<file path="src/rtl/i2c_reg_sequencer.sv">
// Register-access sequencer: round-robin arbitration of two requesters onto a byte-level I2C master.
// Optional macro I2C_SEQ_HS_EN adds req_hs[1:0] to select high-speed mode per request.
module i2c_reg_sequencer #(
  parameter int STOP_WAIT = 512
) (
  input  logic        clk,
  input  logic        reset,
  input  logic [1:0]  req_valid,
  output logic [1:0]  req_ready,
  input  logic [1:0]  req_write,
  input  logic [13:0] req_dev,
  input  logic [15:0] req_reg,
  input  logic [3:0]  req_len,
  input  logic [63:0] req_wdata,
`ifdef I2C_SEQ_HS_EN
  input  logic [1:0]  req_hs,
`endif
  output logic        resp_valid,
  output logic        resp_id,
  output logic        resp_err,
  output logic [31:0] resp_rdata,
  output logic        cmd_active,
  output logic [6:0]  cmd_addr,
  output logic        cmd_read,
  output logic        cmd_high_speed,
  output logic        read_nack,
  output logic        data_valid,
  output logic [7:0]  data_in,
  input  logic        addr_err,
  input  logic        data_err,
  input  logic        data_ready,
  input  logic [7:0]  data_out
);

  localparam int CW = (STOP_WAIT < 1) ? 1 : $clog2(STOP_WAIT + 1);
  localparam logic [CW-1:0] WAIT_LOAD = CW'(STOP_WAIT);

  // state | meaning: RST_WAIT/GAP/FIN_WAIT guard waits | IDLE arbitrate | W_START/W_REG/W_DATA write phase
  // | R_DATA read phase | ABORT NACK cleanup | RESP response pulse
  typedef enum logic [3:0] {
    RST_WAIT,
    IDLE,
    W_START,
    W_REG,
    W_DATA,
    GAP,
    R_DATA,
    ABORT,
    FIN_WAIT,
    RESP
  } state_t;

  state_t         state;
  logic [CW-1:0]  wait_cnt;
  logic           last_grant;
  logic           gnt;
  logic           sel_id;
  logic           sel_write;
  logic [6:0]     sel_dev;
  logic [7:0]     sel_reg;
  logic [1:0]     sel_len;
  logic [31:0]    sel_wdata;
  logic [1:0]     rem;
  logic [1:0]     idx;
  logic [1:0]     nxt_idx;
  logic [31:0]    rbuf;
  logic           err_flag;

  assign gnt     = (req_valid == 2'b11) ? ~last_grant : req_valid[1];
  assign nxt_idx = idx + 2'd1;

`ifdef I2C_SEQ_HS_EN
  logic sel_hs;

  always_ff @(posedge clk) begin
    if (reset) begin
      sel_hs <= 1'b0;
    end else if (state == IDLE && req_valid != 2'b00) begin
      sel_hs <= gnt ? req_hs[1] : req_hs[0];
    end
  end

  assign cmd_high_speed = sel_hs;
`else
  assign cmd_high_speed = 1'b0;
`endif

  always_ff @(posedge clk) begin
    if (reset) begin
      state      <= RST_WAIT;
      wait_cnt   <= WAIT_LOAD;
      last_grant <= 1'b1;
      req_ready  <= 2'b00;
      resp_valid <= 1'b0;
      resp_id    <= 1'b0;
      resp_err   <= 1'b0;
      resp_rdata <= '0;
      cmd_active <= 1'b0;
      cmd_addr   <= '0;
      cmd_read   <= 1'b0;
      read_nack  <= 1'b0;
      data_valid <= 1'b0;
      data_in    <= '0;
      sel_id     <= 1'b0;
      sel_write  <= 1'b0;
      sel_dev    <= '0;
      sel_reg    <= '0;
      sel_len    <= '0;
      sel_wdata  <= '0;
      rem        <= '0;
      idx        <= '0;
      rbuf       <= '0;
      err_flag   <= 1'b0;
    end else begin
      req_ready  <= 2'b00;
      resp_valid <= 1'b0;
      case (state)
        RST_WAIT: begin
          if (wait_cnt == '0) begin
            state <= IDLE;
          end else begin
            wait_cnt <= wait_cnt - 1'b1;
          end
        end

        IDLE: begin
          if (req_valid != 2'b00) begin
            req_ready  <= gnt ? 2'b10 : 2'b01;
            last_grant <= gnt;
            sel_id     <= gnt;
            sel_write  <= gnt ? req_write[1] : req_write[0];
            sel_dev    <= gnt ? req_dev[13:7] : req_dev[6:0];
            sel_reg    <= gnt ? req_reg[15:8] : req_reg[7:0];
            sel_len    <= gnt ? req_len[3:2] : req_len[1:0];
            sel_wdata  <= gnt ? req_wdata[63:32] : req_wdata[31:0];
            err_flag   <= 1'b0;
            rbuf       <= '0;
            state      <= W_START;
          end
        end

        W_START: begin
          cmd_addr   <= sel_dev;
          cmd_read   <= 1'b0;
          read_nack  <= 1'b0;
          cmd_active <= 1'b1;
          data_in    <= sel_reg;
          data_valid <= 1'b1;
          rem        <= sel_len;
          idx        <= 2'd0;
          state      <= W_REG;
        end

        W_REG: begin
          if (data_ready) begin
            data_valid <= 1'b0;
            if (addr_err || data_err) begin
              state <= ABORT;
            end else if (sel_write) begin
              data_in <= sel_wdata[7:0];
              state   <= W_DATA;
            end else begin
              // nack is settled here so it is long stable before the read phase raises data_valid
              cmd_active <= 1'b0;
              read_nack  <= (sel_len == 2'd0);
              wait_cnt   <= WAIT_LOAD;
              state      <= GAP;
            end
          end
        end

        W_DATA: begin
          if (data_ready) begin
            data_valid <= 1'b0;
            if (data_err) begin
              state <= ABORT;
            end else if (rem == 2'd0) begin
              cmd_active <= 1'b0;
              wait_cnt   <= WAIT_LOAD;
              state      <= FIN_WAIT;
            end else begin
              rem     <= rem - 2'd1;
              idx     <= nxt_idx;
              data_in <= sel_wdata[{nxt_idx, 3'b000} +: 8];
            end
          end else if (!data_valid) begin
            data_valid <= 1'b1;
          end
        end

        GAP: begin
          if (wait_cnt == '0) begin
            cmd_read   <= 1'b1;
            read_nack  <= (sel_len == 2'd0);
            cmd_active <= 1'b1;
            data_valid <= 1'b1;
            state      <= R_DATA;
          end else begin
            wait_cnt <= wait_cnt - 1'b1;
          end
        end

        R_DATA: begin
          if (data_ready) begin
            data_valid <= 1'b0;
            if (idx == 2'd0 && addr_err) begin
              state <= ABORT;
            end else begin
              rbuf[{idx, 3'b000} +: 8] <= data_out;
              if (rem == 2'd0) begin
                cmd_active <= 1'b0;
                wait_cnt   <= WAIT_LOAD;
                state      <= FIN_WAIT;
              end else begin
                rem       <= rem - 2'd1;
                idx       <= nxt_idx;
                read_nack <= (rem == 2'd1);
              end
            end
          end else if (!data_valid) begin
            data_valid <= 1'b1;
          end
        end

        ABORT: begin
          data_valid <= 1'b0;
          cmd_active <= 1'b0;
          err_flag   <= 1'b1;
          rbuf       <= '0;
          wait_cnt   <= WAIT_LOAD;
          state      <= FIN_WAIT;
        end

        FIN_WAIT: begin
          if (wait_cnt == '0) begin
            resp_valid <= 1'b1;
            resp_id    <= sel_id;
            resp_err   <= err_flag;
            resp_rdata <= rbuf;
            state      <= RESP;
          end else begin
            wait_cnt <= wait_cnt - 1'b1;
          end
        end

        RESP: begin
          state <= IDLE;
        end

        default: begin
          state <= RST_WAIT;
        end
      endcase
    end
  end

endmodule

</file>
<file path="config.mk">
export PLATFORM = sky130hd
export DESIGN_NAME = i2c_reg_sequencer
export DESIGN_NICKNAME = d
export VERILOG_FILES = /design/src/rtl/i2c_reg_sequencer.sv
export SDC_FILE = /design/constraint.sdc
export NUM_CORES = 1
export LEC_CHECK = 0
export CORE_MARGIN = 1
export CORE_UTILIZATION = 47
export CTS_BUF_LIST = sky130_fd_sc_hd__clkbuf_4 sky130_fd_sc_hd__clkbuf_8
export DETAILED_ROUTE_END_ITERATION = 7
export PLACE_DENSITY = 0.88
export SETUP_SLACK_MARGIN = 0.15
export SYNTH_ARGS = -nofsm -noshare
export SYNTH_HDL_FRONTEND = slang
export SYNTH_SLANG_ARGS = --single-unit
</file>
<file path="constraint.sdc">
create_clock -name clk -period 3 [get_ports clk]
set_clock_uncertainty 0.05 [all_clocks]
set_input_delay 0.6 -clock clk [delete_from_list [all_inputs] [get_ports clk]]
set_output_delay 0.6 -clock clk [all_outputs]
set_load 0.02 [all_outputs]
</file>
# Yosys cells after proc, flatten, opt, wreduce, memory -nomap -nowiden
# Index checks and enable logic that the tools add are counted.
# totals
regBits,159
inputBits,115
out_inout_bits,57
word_cells,173
# classes
addsub,4
eq_ne,26
shifts,3
muxes,79
bitwise,4
reduce_logical,33
# op_table
op,count
32-bit two-way mux,4
32-bit case mux with 3 select lines,1
10-bit two-way mux,9
8-bit two-way mux,7
10-bit case mux with 5 select lines,1
4-bit two-way mux,10
4-bit case mux with 10 select lines,1
32-bit bitwise mux,1
8-bit by 7-bit variable shift with 32-bit output (first input constant),1
32-bit by 6-bit indexed part select with 8-bit output,1
8-bit by 7-bit indexed part select with 32-bit output,1
2-bit != test (second input constant),15
2-bit two-way mux,13
8-bit case mux with 3 select lines,1
1-bit two-way mux,23
9-bit AND reduction,2
4-bit by 3-bit equality test with 1-bit output (second input constant),4
7-bit AND reduction,2
2-bit case mux with 3 select lines,2
10-bit logical NOT,1
5-bit nonzero test,2
10-bit by 1-bit subtractor with 10-bit output (second input constant),1
3-bit nonzero test,3
4-bit by 2-bit equality test with 1-bit output (second input constant),2
other kinds (27),41

# Longest topological paths before layout
# Gate-level depths: netlist (run 1).
# logic_depth
ltp_word,6
mapped_depth,10
mapped_depth_nobuf,7

# Least setup slack after synthesis (run 1)
# No wires, ideal clock.
# synth_path
path_kind,reg-to-reg
start,reg idx[0]
end,reg wait_cnt[2]
setup_ns,0.072
t_arrival_ns,2.787
t_required_ns,2.878
slack_ns,0.091
path_stages_with_launch,11
n_path_buf,3
synth_period_minus_slack_ns,2.909
cell_sequence,dfxtp_1 -> clkbuf_1 -> clkbuf_1 -> inv_1 -> ha_1 -> and2_1 -> a222oi_1 -> nand2_2 -> buf_6 -> or4_1 -> a21oi_1
# synth_via
elab_chain_cells,4
# synth_lines
item,line,source
from (decl),64,logic [1:0] idx;
from (signal assigned),183,idx <= nxt_idx;
from (signal assigned),216,idx <= nxt_idx;
2-bit logical NOT,206,if (idx == 2'd0 && addr_err) begin
1-bit logical AND,206,
2-bit != test (no line),-,
9-bit AND reduction (no line),-,
to (signal assigned),122,wait_cnt <= wait_cnt - 1'b1;
to (signal assigned),199,wait_cnt <= wait_cnt - 1'b1;
to (signal assigned),242,wait_cnt <= wait_cnt - 1'b1;
to (decl),54,logic [CW-1:0] wait_cnt;
# No other way between the ends.
# A chain may end at the register's enable or synchronous reset.

# Worst setup path in the final report (run 1)
# layout_path
start,reg state[2]
end,reg rem[0]
# layout_via
elab_chain_cells,3
elab_cells_between_ends,10
classes_between,7 x eq/ne; 1 x mux; 2 x reduce/logical
# layout_lines
item,line,source
from (decl),53,state_t state;
from (signal assigned),90,state <= RST_WAIT;
from (signal assigned),120,state <= IDLE;
from (signal assigned),138,state <= W_START;
4-bit by 3-bit equality test with 1-bit output / 4-bit by 2-bit equality test with 1-bit output (equally long branches),117,case (state)
2-bit != test (no line) / 3-bit nonzero test (equally long branches),-,
5-bit AND reduction (no line),-,
to (signal assigned),149,rem <= sel_len;
to (signal assigned),182,rem <= rem - 2'd1;
to (signal assigned),215,rem <= rem - 2'd1;
to (decl),63,logic [1:0] rem;
# Several ways; a longest one is shown, not always the timed one.

==> reports/qor.txt, run 1 <==
TritonCTS clock tree: yes
Top_reg_cell synth: dfxtp_1
Clk root buf: clkbuf_8
ANT nets after route: 0
Status: complete, no violations
Initial antenna violation count: 0
Critical-path maximum fanout: 22
Slowest stage delay, CP: 0.76 ns
Setup Viol. Count Final: 0
Largest net degree at the start of global routing: 123
Yosys cell types: 64
Synth Cell Area: 0.00731 mm^2
Layout net count: 1,105
Switching Share: 36.5%
Die width: 127 um
Fillcell total: 1,281
Core Util, Final: 63.5%
GR Util All Layers: 24.9%
DRC Markers: 0
Routed len/inst: 16.3 um
Via density: 5.71
CP Launch Type: flop
R2R Setup Slk: 0.47 ns
Final Hold Fails: 0
Post-Synthesis Cells: 839
Fmax: 0.395 GHz
Largest area contributor in the netlist: dfxtp_1
Clock tree buffer depth: 2
Sequential share of the synthesized area: 43.6%
Main area contributors after synthesis: dfxtp_1 44%, mux2i_1 7.1%, nand2_1 6.6%
Pwr/cell area: 718 mW/mm^2
CP Class: reg -> reg
Synthesized area per cell: 8.71 um^2
Post-Syn Nets: 962
Internal power: 4400 uW
Critical path's slowest cell: dfxtp_1
Later-pin clock latency in the skew report: 0.47 ns
Maximum vdd drop: 0.000345 V
Hold Startpoint: rbuf[9]$_SDFFE_PP0P_
Endpoint class of the critical path: flop
Clk pwr share: 24.5%
Post-synth EDFFs: 0
CP top delay family: simple AND/OR/NAND/NOR gates
CP Cell Sequence: or3b_1 -> nor2_1 -> o221ai_1 -> or3_1 -> a31oi_1
Slew at the pin with the worst max-slew slack: 0.925 ns
Setup bufs post-CTS: 0
CP startpoint: state[2]$_SDFFE_PP0P_
Post-cts sizing count: 0
First-pass GRT wire length: 31.3 mm
Asr flop ratio synth: 0%
Sequential share of power: 39.8%
Vias in the first global route: 6,370
Total clock sinks: 159
Core Box Area: 0.0152 mm^2
Slew Viols, Final: 0
Die height: 127 um
Switching power: 2530 uW
Maxcap violations: 0
Via count: 6,759
RSZ-0062 raised after global routing: false
YS warnings: 0
Lkg Pwr: 0.00333 uW
Buf/Inv on CP: 0
DPL Wire Length: 13.9 mm
ANT cells: 0
Tmin final: 2.53 ns
WL final: 19.2 mm
Critical path required time: 3.35 ns
Worst hold-check path type: reg -> reg
Initial Util: 48.1%
Commonest non-fill, non-tap cells in the layout: 169 x clkdlybuf4s50_1, 159 x dfxtp_1, 128 x nand2_1
Initial DRC count: 484
Comb power frac: 35.7%
Htree depth: 4
IO Port Bufs: 170
GPL Wtd Cong: 0.887
Top-area cell type share of the netlist area: 43.6%
Die area: 0.0161 mm^2
Top Registers: rbuf x32, resp_rdata x32, sel_wdata x32
CP arrival: 2.88 ns
Total iterations of the first detailed-routing run: 5
Setup_tns: 0 ns
Launching point of the worst reg2reg path: state[2]$_SDFFE_PP0P_
Remaining global-route overflow: 0
Crit share post-route: 84.4%
Share of layout cells above drive strength 1: 8.04%
Reg clk slew, reported paths: 0.09 ns
Yosys reg bits: 159
Total CTS buffers: 17
Most common cell after layout, fill and taps aside: clkdlybuf4s50_1
Site Rows: 45
Hold-fix buffers, CTS: 0
I/O pin cnt: 172
Relative slew slack: 38.4%
Area grow syn2layout: 32.0%
Yosys cell counts (3+ instances only):
master and n:
mux2_2 7, a31oi_1 5, dfxtp_1 159, or3_1 10, ha_1 8, nor2b_1 14, nand3_1 5, nand4_1 5
or4_1 7, and2_1 5, o311ai_0 23, nor3_1 9, inv_1 14, a21oi_1 70, o21ai_0 12, o31ai_1 30
nand2b_1 4, a22oi_1 9, buf_1 4, nand2_1 128, a21o_1 9, nor2_1 81, buf_2 6, a211oi_1 52
nor4b_1 3, mux4_2 8, clkbuf_1 57, mux2i_1 52
worst reg2reg max path: stages (launching register included):
cell	delay, ns
dfxtp_1	0.76
or3b_1	0.52
nor2_1	0.25
o221ai_1	0.33
or3_1	0.41
a31oi_1	0.16
metal layers:
layer | global-route usage (%) | wire length, um | vias to the layer above
met2 | 43.2 | 9580 | 279
met5 | 0 | 0 | -
met3 | 5.31 | 1150 | 45
met4 | 11.5 | 616 | 0
li1 | - | - | 3347
met1 | 29.4 | 7890 | 3088
metrics by stage:
step / total power, uW / std cells / hold slack, ns / instance area (um^2) / worst slack (ns)
6_report: 6930 / 1183 / 0.399 / 9650 / 0.467
5_1_grt: 7380 / 1183 / 0.423 / 9650 / 0.289
3_3_place_gp: 5190 / 1151 / 0.387 / 9210 / 0.311
4_1_cts: 6940 / 1183 / 0.401 / 9650 / 0.496
2_1_floorplan: 4510 / 839 / 0.377 / 7310 / 0.223
3_5_place_dp: 5250 / 1151 / 0.392 / 9210 / 0.248
final timing paths:
kind                                              endpoint  depth (start not counted)
worst max-delay path                   rem[0]$_SDFFE_PP0P_                          5
worst min-delay path            resp_rdata[9]$_SDFFE_PP0P_                          2
worst max register to register         rem[0]$_SDFFE_PP0P_                          5
worst min register to register  resp_rdata[9]$_SDFFE_PP0P_                          2
power groups by stage:
stage          Combinational [uW]  Sequential, uW  Clock, uW
6_report                     2470            2760       1700
5_1_grt                      2760            2800       1820
4_1_cts                      2460            2750       1730
3_5_place_dp                 2450            2800          0
3_3_place_gp                 2400            2780          0
2_1_floorplan                1850            2650          0
layout make-up:
class	count	area (um^2)	area share (%)
multi-input combinational	596	3810	39.5
sequential	159	3180	33.0
timing repair buffer	194	1930	20.0
clock buffer	21	283	2.93
tap	188	235	2.44
clock inverter	11	151	1.57
inverter	14	52.6	0.545
cell families after synthesis:
| kind of cell | Yosys count | share of synthesized area (%) |
|---|---|---|
| simple gates | 287 | 17.8 |
| fa+ha+maj | 8 | 1.37 |
| compound gates | 233 | 21.9 |
| mux | 67 | 10.7 |
| other cells | 1 | 0.0513 |
| flops | 159 | 43.6 |
| buf+inv | 84 | 4.67 |
(Power assumes the default switching activity.)
==> run 2: changes to the inputs <==
==> constraint.sdc (replaced) <==
create_clock -name clk -period 2.15 [get_ports clk]
set_clock_uncertainty 0.05 [all_clocks]
set_input_delay 0.43 -clock clk [delete_from_list [all_inputs] [get_ports clk]]
set_output_delay 0.43 -clock clk [all_outputs]
set_load 0.02 [all_outputs]
==> reports/qor.txt, run 2 (same netlist as run 1, synthesis figures left out) <==
Status: complete, no violations
Clock tree buffer depth: 2 (unchanged)
Placed cell area: 0.00962 mm^2 (+4.4%)
Top Registers: rbuf x32, resp_rdata x32, sel_wdata x32
Via count: 7,150 (+5.8%)
Vias in the first global route: 6,756 (+6.1%)
CP Class: reg -> reg
Clk root buf: clkbuf_8
Routed len/inst: 17.0 um (+4.7%)
ANT cells: 0 (unchanged)
Later-pin clock latency in the skew report: 0.47 ns (about the same)
Maxcap violations: 0 (unchanged)
ANT nets after route: 0 (unchanged)
Share of layout cells above drive strength 1: 16.9% (+8.9 points)
Crit share post-route: 98.0% (+14 points)
Pwr/cell area: 1020 mW/mm^2 (+42%)
Lkg Pwr: 0.00367 uW (+10%)
Slew Viols, Final: 0 (unchanged)
Die area: 0.0161 mm^2 (unchanged)
Initial antenna violation count: 0 (unchanged)
Total iterations of the first detailed-routing run: 8 (+3)
Endpoint class of the critical path: flop
Slew at the pin with the worst max-slew slack: 0.645 ns (-0.280 ns)
CP arrival: 2.46 ns (-0.42 ns)
Final Hold Fails: 0 (unchanged)
Most common cell after layout, fill and taps aside: clkdlybuf4s50_1
Setup Viol. Count Final: 0 (unchanged)
Reg clk slew, reported paths: 0.08 ns (about the same)
Post-route design area: 0.0103 mm^2 (+6.8%)
Layout net count: 1,156 (+4.6%)
Largest net degree at the start of global routing: 123 (unchanged)
First-pass GRT wire length: 32.8 mm (+5.0%)
Total clock sinks: 159 (unchanged)
Relative slew slack: 57.0% (+19 points)
Initial DRC count: 560 (+16%)
Die width: 127 um (unchanged)
Remaining global-route overflow: 0 (unchanged)
Critical-path maximum fanout: 6 (-73%)
Htree depth: 4 (unchanged)
Total CTS buffers: 17 (unchanged)
Pwr Total: 10,500 uW (+52%)
Critical path required time: 2.51 ns (-0.84 ns)
RSZ-0062 raised after global routing: true
TritonCTS clock tree: yes
Site Rows: 45 (unchanged)
Die height: 127 um (unchanged)
Core Box Area: 0.0152 mm^2 (unchanged)
Area grow syn2layout: 40.9%
IO Port Bufs: 170 (unchanged)
Fmax: 0.475 GHz (+20%)
DRC Markers: 0 (unchanged)
Commonest non-fill, non-tap cells in the layout: 166 x clkdlybuf4s50_1, 153 x dfxtp_1, 126 x nand2_1
Via density: 5.79 (+1.4%)
WL final: 21.0 mm (+9.2%)
GPL Wtd Cong: 0.992 (+12%)
Core Util, Final: 67.7% (+4.3 points)
Maximum vdd drop: 0.000562 V (+63%)
Initial Util: 48.1% (unchanged)
Tmin final: 2.11 ns (-0.427 ns)
Fillcell total: 1,169 (-8.7%)
Worst hold-check path type: reg -> reg
I/O pin cnt: 172 (unchanged)
DPL Wire Length: 14.9 mm (+7.5%)
GR Util All Layers: 26.1% (+1.2 points)
Hold-fix buffers, CTS: 0 (unchanged)
CP Launch Type: flop
[run 2: cell count changes in the layout (fill, tap and decap cells not counted), sizes merged]
cell and delta:
dlymetal6s2s +3, clkinv +2, clkinvlp +2, clkdlybuf4s50 -3, buf +50, bufinv -3
[run 2: through the flow]
step / setup TNS (ns) / std cells / hold slack, ns / setup WS [ns]
global placement: -5.27 / 1192 / 0.385 / -0.247
global route: -0.153 / 1234 / 0.426 / -0.0592
detailed placement: -8.35 / 1192 / 0.389 / -0.288
finish: 0 / 1234 / 0.405 / 0.0437
CTS: 0 / 1227 / 0.403 / 0.0276
floorplan: -0.802 / 839 / 0.377 / -0.246
[run 2: worst paths after layout]
kind	endpoint	from	slack [ns]	cells after the start
setup / recovery	wait_cnt[7]$_SDFFE_PP0P_	wait_cnt[2]$_SDFFE_PP0P_	0.04	4
hold / removal	rem[1]$_SDFFE_PP0P_	rem[1]$_SDFFE_PP0P_	0.40	2
setup reg to reg	wait_cnt[7]$_SDFFE_PP0P_	wait_cnt[2]$_SDFFE_PP0P_	0.04	4
hold reg to reg	rem[1]$_SDFFE_PP0P_	rem[1]$_SDFFE_PP0P_	0.40	2
[run 2: timing repair]
action,in CTS,in global routing
gates resized for setup,17,45
gates cloned,0,2
buffers inserted,4,5
endpoints found under the setup margin,76,95
pin swaps,7,7
hold endpoints to repair,0,0
[run 2: metal layers]
metal | share of wire (%) | global-route usage [%] | routed length (um) | vias up
met5 | 0 | 0 | 0 | -
met4 | 4.6 | 15.3 | 964 | 0
met3 | 5.6 | 5.06 | 1180 | 63
met2 | 50 | 45.1 | 10500 | 300
met1 | 40 | 30.0 | 8380 | 3352
li1 | - | - | - | 3435
[run 2: worst max-delay path, cell delays in order, from the launching register on]
cell and delay [ns]:
dfxtp_1 0.38, or4_1 0.52, or4_1 0.45, or4_4 0.53, a21oi_2 0.11
[run 2: final cells by class]
cell class              count  area [um^2]  area share (%)
flip-flops and latches    159         3190            31.0
clock buffers              20          269            2.61
well taps                 188          235            2.28
clock inverters            12          104            1.01
repair buffers            245         2420            23.5
inverters                  14         55.1           0.535
multi-input cells         596         4030            39.1
[run 2: power breakdown]
part | internal [uW] | switching (uW)
Sequential | 3390 | 403
Clock | 900 | 1180
Combinational | 2150 | 2490
==> run 3: changes to the inputs <==
==> constraint.sdc (replaced) <==
create_clock -name clk -period 2.15 [get_ports clk]
set_clock_uncertainty 0.05 [all_clocks]
set_input_delay 0.5375 -clock clk [delete_from_list [all_inputs] [get_ports clk]]
set_output_delay 0.5375 -clock clk [all_outputs]
set_load 0.02 [all_outputs]
==> reports/qor.txt, run 3 (same netlist as run 1, synthesis figures left out) <==
Slowest stage delay, CP: 0.45 ns (-0.08 ns)
Later-pin clock latency in the skew report: 0.46 ns (about the same)
ANT nets after route: 0 (unchanged)
Die height: 127 um (unchanged)
Die area: 0.0161 mm^2 (unchanged)
Htree depth: 4 (unchanged)
Clock tree buffer depth: 2 (unchanged)
Hold EP: resp_rdata[16]$_SDFFE_PP0P_
Hold Path Depth: 2 (unchanged)
Slew Viols, Final: 0 (unchanged)
Status: complete, no violations
TritonCTS clock tree: yes
Most common cell after layout, fill and taps aside: dfxtp_1
CP arrival: 2.50 ns (+0.04 ns)
Cell mode on critical path: buf_4
Total iterations of the first detailed-routing run: 5 (-3)
Top Registers: rbuf x32, resp_rdata x32, sel_wdata x32
Reg clk slew, reported paths: 0.09 ns (about the same)
Via count: 7,223 (+1.0%)
CP Cell Sequence: clkdlybuf4s50_1 -> and2_4 -> a222oi_1 -> buf_4 -> nand2_4 -> buf_4 -> or4_1 -> a21oi_1
Worst hold-check path type: reg -> reg
Routed len/inst: 17.3 um (+1.8%)
Hold-fix buffers, CTS: 0 (unchanged)
Core Box Area: 0.0152 mm^2 (unchanged)
Final Hold Fails: 0 (unchanged)
Initial antenna violation count: 0 (unchanged)
Switching power: 4220 uW (+3.7%)
DPL Wire Length: 15.0 mm (+0.12%)
Critical path's slowest cell: clkdlybuf4s50_1
Maximum vdd drop: 0.000519 V (-7.6%)
Setup Viol. Count Final: 0 (unchanged)
I/O pin cnt: 172 (unchanged)
Relative slew slack: 46.8% (-10 points)
Comb power frac: 45.6% (+1.5 points)
Place WS: -0.483 ns (-0.195 ns)
Total clock sinks: 159 (unchanged)
Share of layout cells above drive strength 1: 20.2% (+3.3 points)
R2R Setup Slk: 0.01 ns (-0.03 ns)
Initial DRC count: 575 (+2.7%)
Setup ws final: 0.000692 ns (-0.0430 ns)
Critical-path maximum fanout: 8 (+2)
GR Util All Layers: 26.2% (+0.16 points)
Vias in the first global route: 6,727 (-0.43%)
Placed Cells: 1,204 (+1.0%)
R2R cell count: 9 (+5)
Maxcap violations: 0 (unchanged)
Pwr/cell area: 1050 mW/mm^2 (+3.1%)
GPL Wtd Cong: 0.875 (-12%)
Hold slack final: 0.403 ns (-0.00114 ns)
Fin cells: 1,251 (+1.4%)
Critical path required time: 2.51 ns (about the same)
Internal power: 6970 uW (+8.1%)
Die width: 127 um (unchanged)
Initial Util: 48.1% (unchanged)
Setup_tns: 0 ns (unchanged)
ANT cells: 0 (unchanged)
Tmin final: 2.15 ns (+0.0430 ns)
FF-to-FF End: wait_cnt[6]$_SDFFE_PP0P_
IO Port Bufs: 170 (unchanged)
Fmax: 0.465 GHz (-2.0%)
WL final: 21.7 mm (+3.2%)
DRC Markers: 0 (unchanged)
Commonest non-fill, non-tap cells in the layout: 149 x dfxtp_1, 126 x nand2_1, 113 x clkdlybuf4s50_1
Largest net degree at the start of global routing: 123 (unchanged)
Endpoint class of the critical path: flop
Via density: 5.77 (-0.35%)
Launching point of the worst reg2reg path: idx[1]$_SDFFE_PP0P_
Slew at the pin with the worst max-slew slack: 0.797 ns (+0.152 ns)
Hold Startpoint: resp_rdata[16]$_SDFFE_PP0P_
Clk root buf: clkbuf_8
Crit share post-route: 100% (+2.0 points)
Lkg Pwr: 0.00409 uW (+11%)
CP Class: in -> reg
CP Launch Type: input port
Remaining global-route overflow: 0 (unchanged)
Clk pwr share: 20.3% (+0.5 points)
Total CTS buffers: 17 (unchanged)
Sequential share of power: 34.1% (-2.0 points)
First-pass GRT wire length: 33.0 mm (+0.50%)
Layout net count: 1,173 (+1.5%)
Area grow syn2layout: 45.4%
RSZ-0062 raised after global routing: true
Core Util, Final: 69.9% (+2.2 points)
Switching Share: 37.7% (-0.99 points)
Site Rows: 45 (unchanged)
run 3: cell types whose count changed in the layout (fill, tap and decap cells not counted), sizes merged:
cell	delta
bufinv	+2
clkinv	+1
dlygate4sd2	+54
inv	-1
clkdlybuf4s50	-53
buf	+16
clkbuf	-1
dlymetal6s2s	-1
run 3: power by group through the flow:
stage / Clock [uW] / Sequential (uW) / Combinational [uW]
2_1_floorplan: 0 / 3700 / 2630
3_3_place_gp: 0 / 3800 / 4170
3_5_place_dp: 0 / 3810 / 4250
4_1_cts: 2300 / 3760 / 4300
5_1_grt: 2430 / 3850 / 5500
6_report: 2270 / 3820 / 5100
run 3: metrics by stage:
| step | instance area (um^2) | power (uW) |
|---|---|---|
| after CTS | 10100 | 10400 |
| after global placement | 9760 | 7960 |
| after detailed placement | 9760 | 8060 |
| final | 10600 | 11200 |
| after floorplan | 7390 | 6330 |
| after global routing | 10600 | 11800 |
run 3: critical path, delay by kind of cell:
| family | cells | cell delay, ns |
|---|---|---|
| buffers and inverters | 3 | 0.80 |
| AND/OR/NAND/NOR | 3 | 0.66 |
| AO/OA/AOI/OAI | 2 | 0.52 |
run 3: area by class of cell:
class	count	area, um^2
clock buffers	18	248
clock inverters	14	159
fillers	1123	4570
inverters	14	55.1
multi-input cells	596	4150
flip-flops and latches	159	3200
well taps	188	235
repair buffers	262	2580
run 3: worst max-delay path by stage:
stage,from,endpoint,slack [ns],cells past startpoint
floorplan,idx[0]$_SDFFE_PP0P_,wait_cnt[2]$_SDFFE_PP0P_,-0.25,10
finish,addr_err,wait_cnt[6]$_SDFFE_PP0P_,0.0007,8
detailed placement,addr_err,wait_cnt[6]$_SDFFE_PP0P_,-0.48,7
CTS,wait_cnt[0]$_SDFFE_PP0P_,wait_cnt[7]$_SDFFE_PP0P_,0.06,4
global placement,addr_err,wait_cnt[6]$_SDFFE_PP0P_,-0.42,7
global route,idx[0]$_SDFFE_PP0P_,wait_cnt[7]$_SDFFE_PP0P_,-0.05,9
run 3: routing by layer:
| layer | global-route usage [%] | wire length (um) | part of all wire (%) | up-vias |
|---|---|---|---|---|
| met5 | 0 | 0 | 0 | - |
| met4 | 11.1 | 820 | 3.8 | 0 |
| met3 | 5.36 | 1360 | 6.3 | 76 |
| met2 | 47.1 | 11000 | 51 | 348 |
| met1 | 30.3 | 8540 | 39 | 3330 |
| li1 | - | - | - | 3469 |
run 3: timing repair:
action,in CTS,in global routing
gates resized for setup,70,90
setup buffers,1,11
gates cloned,0,3
endpoints found under the setup margin,127,118
endpoints found under the hold margin,0,0
pin swaps,5,21
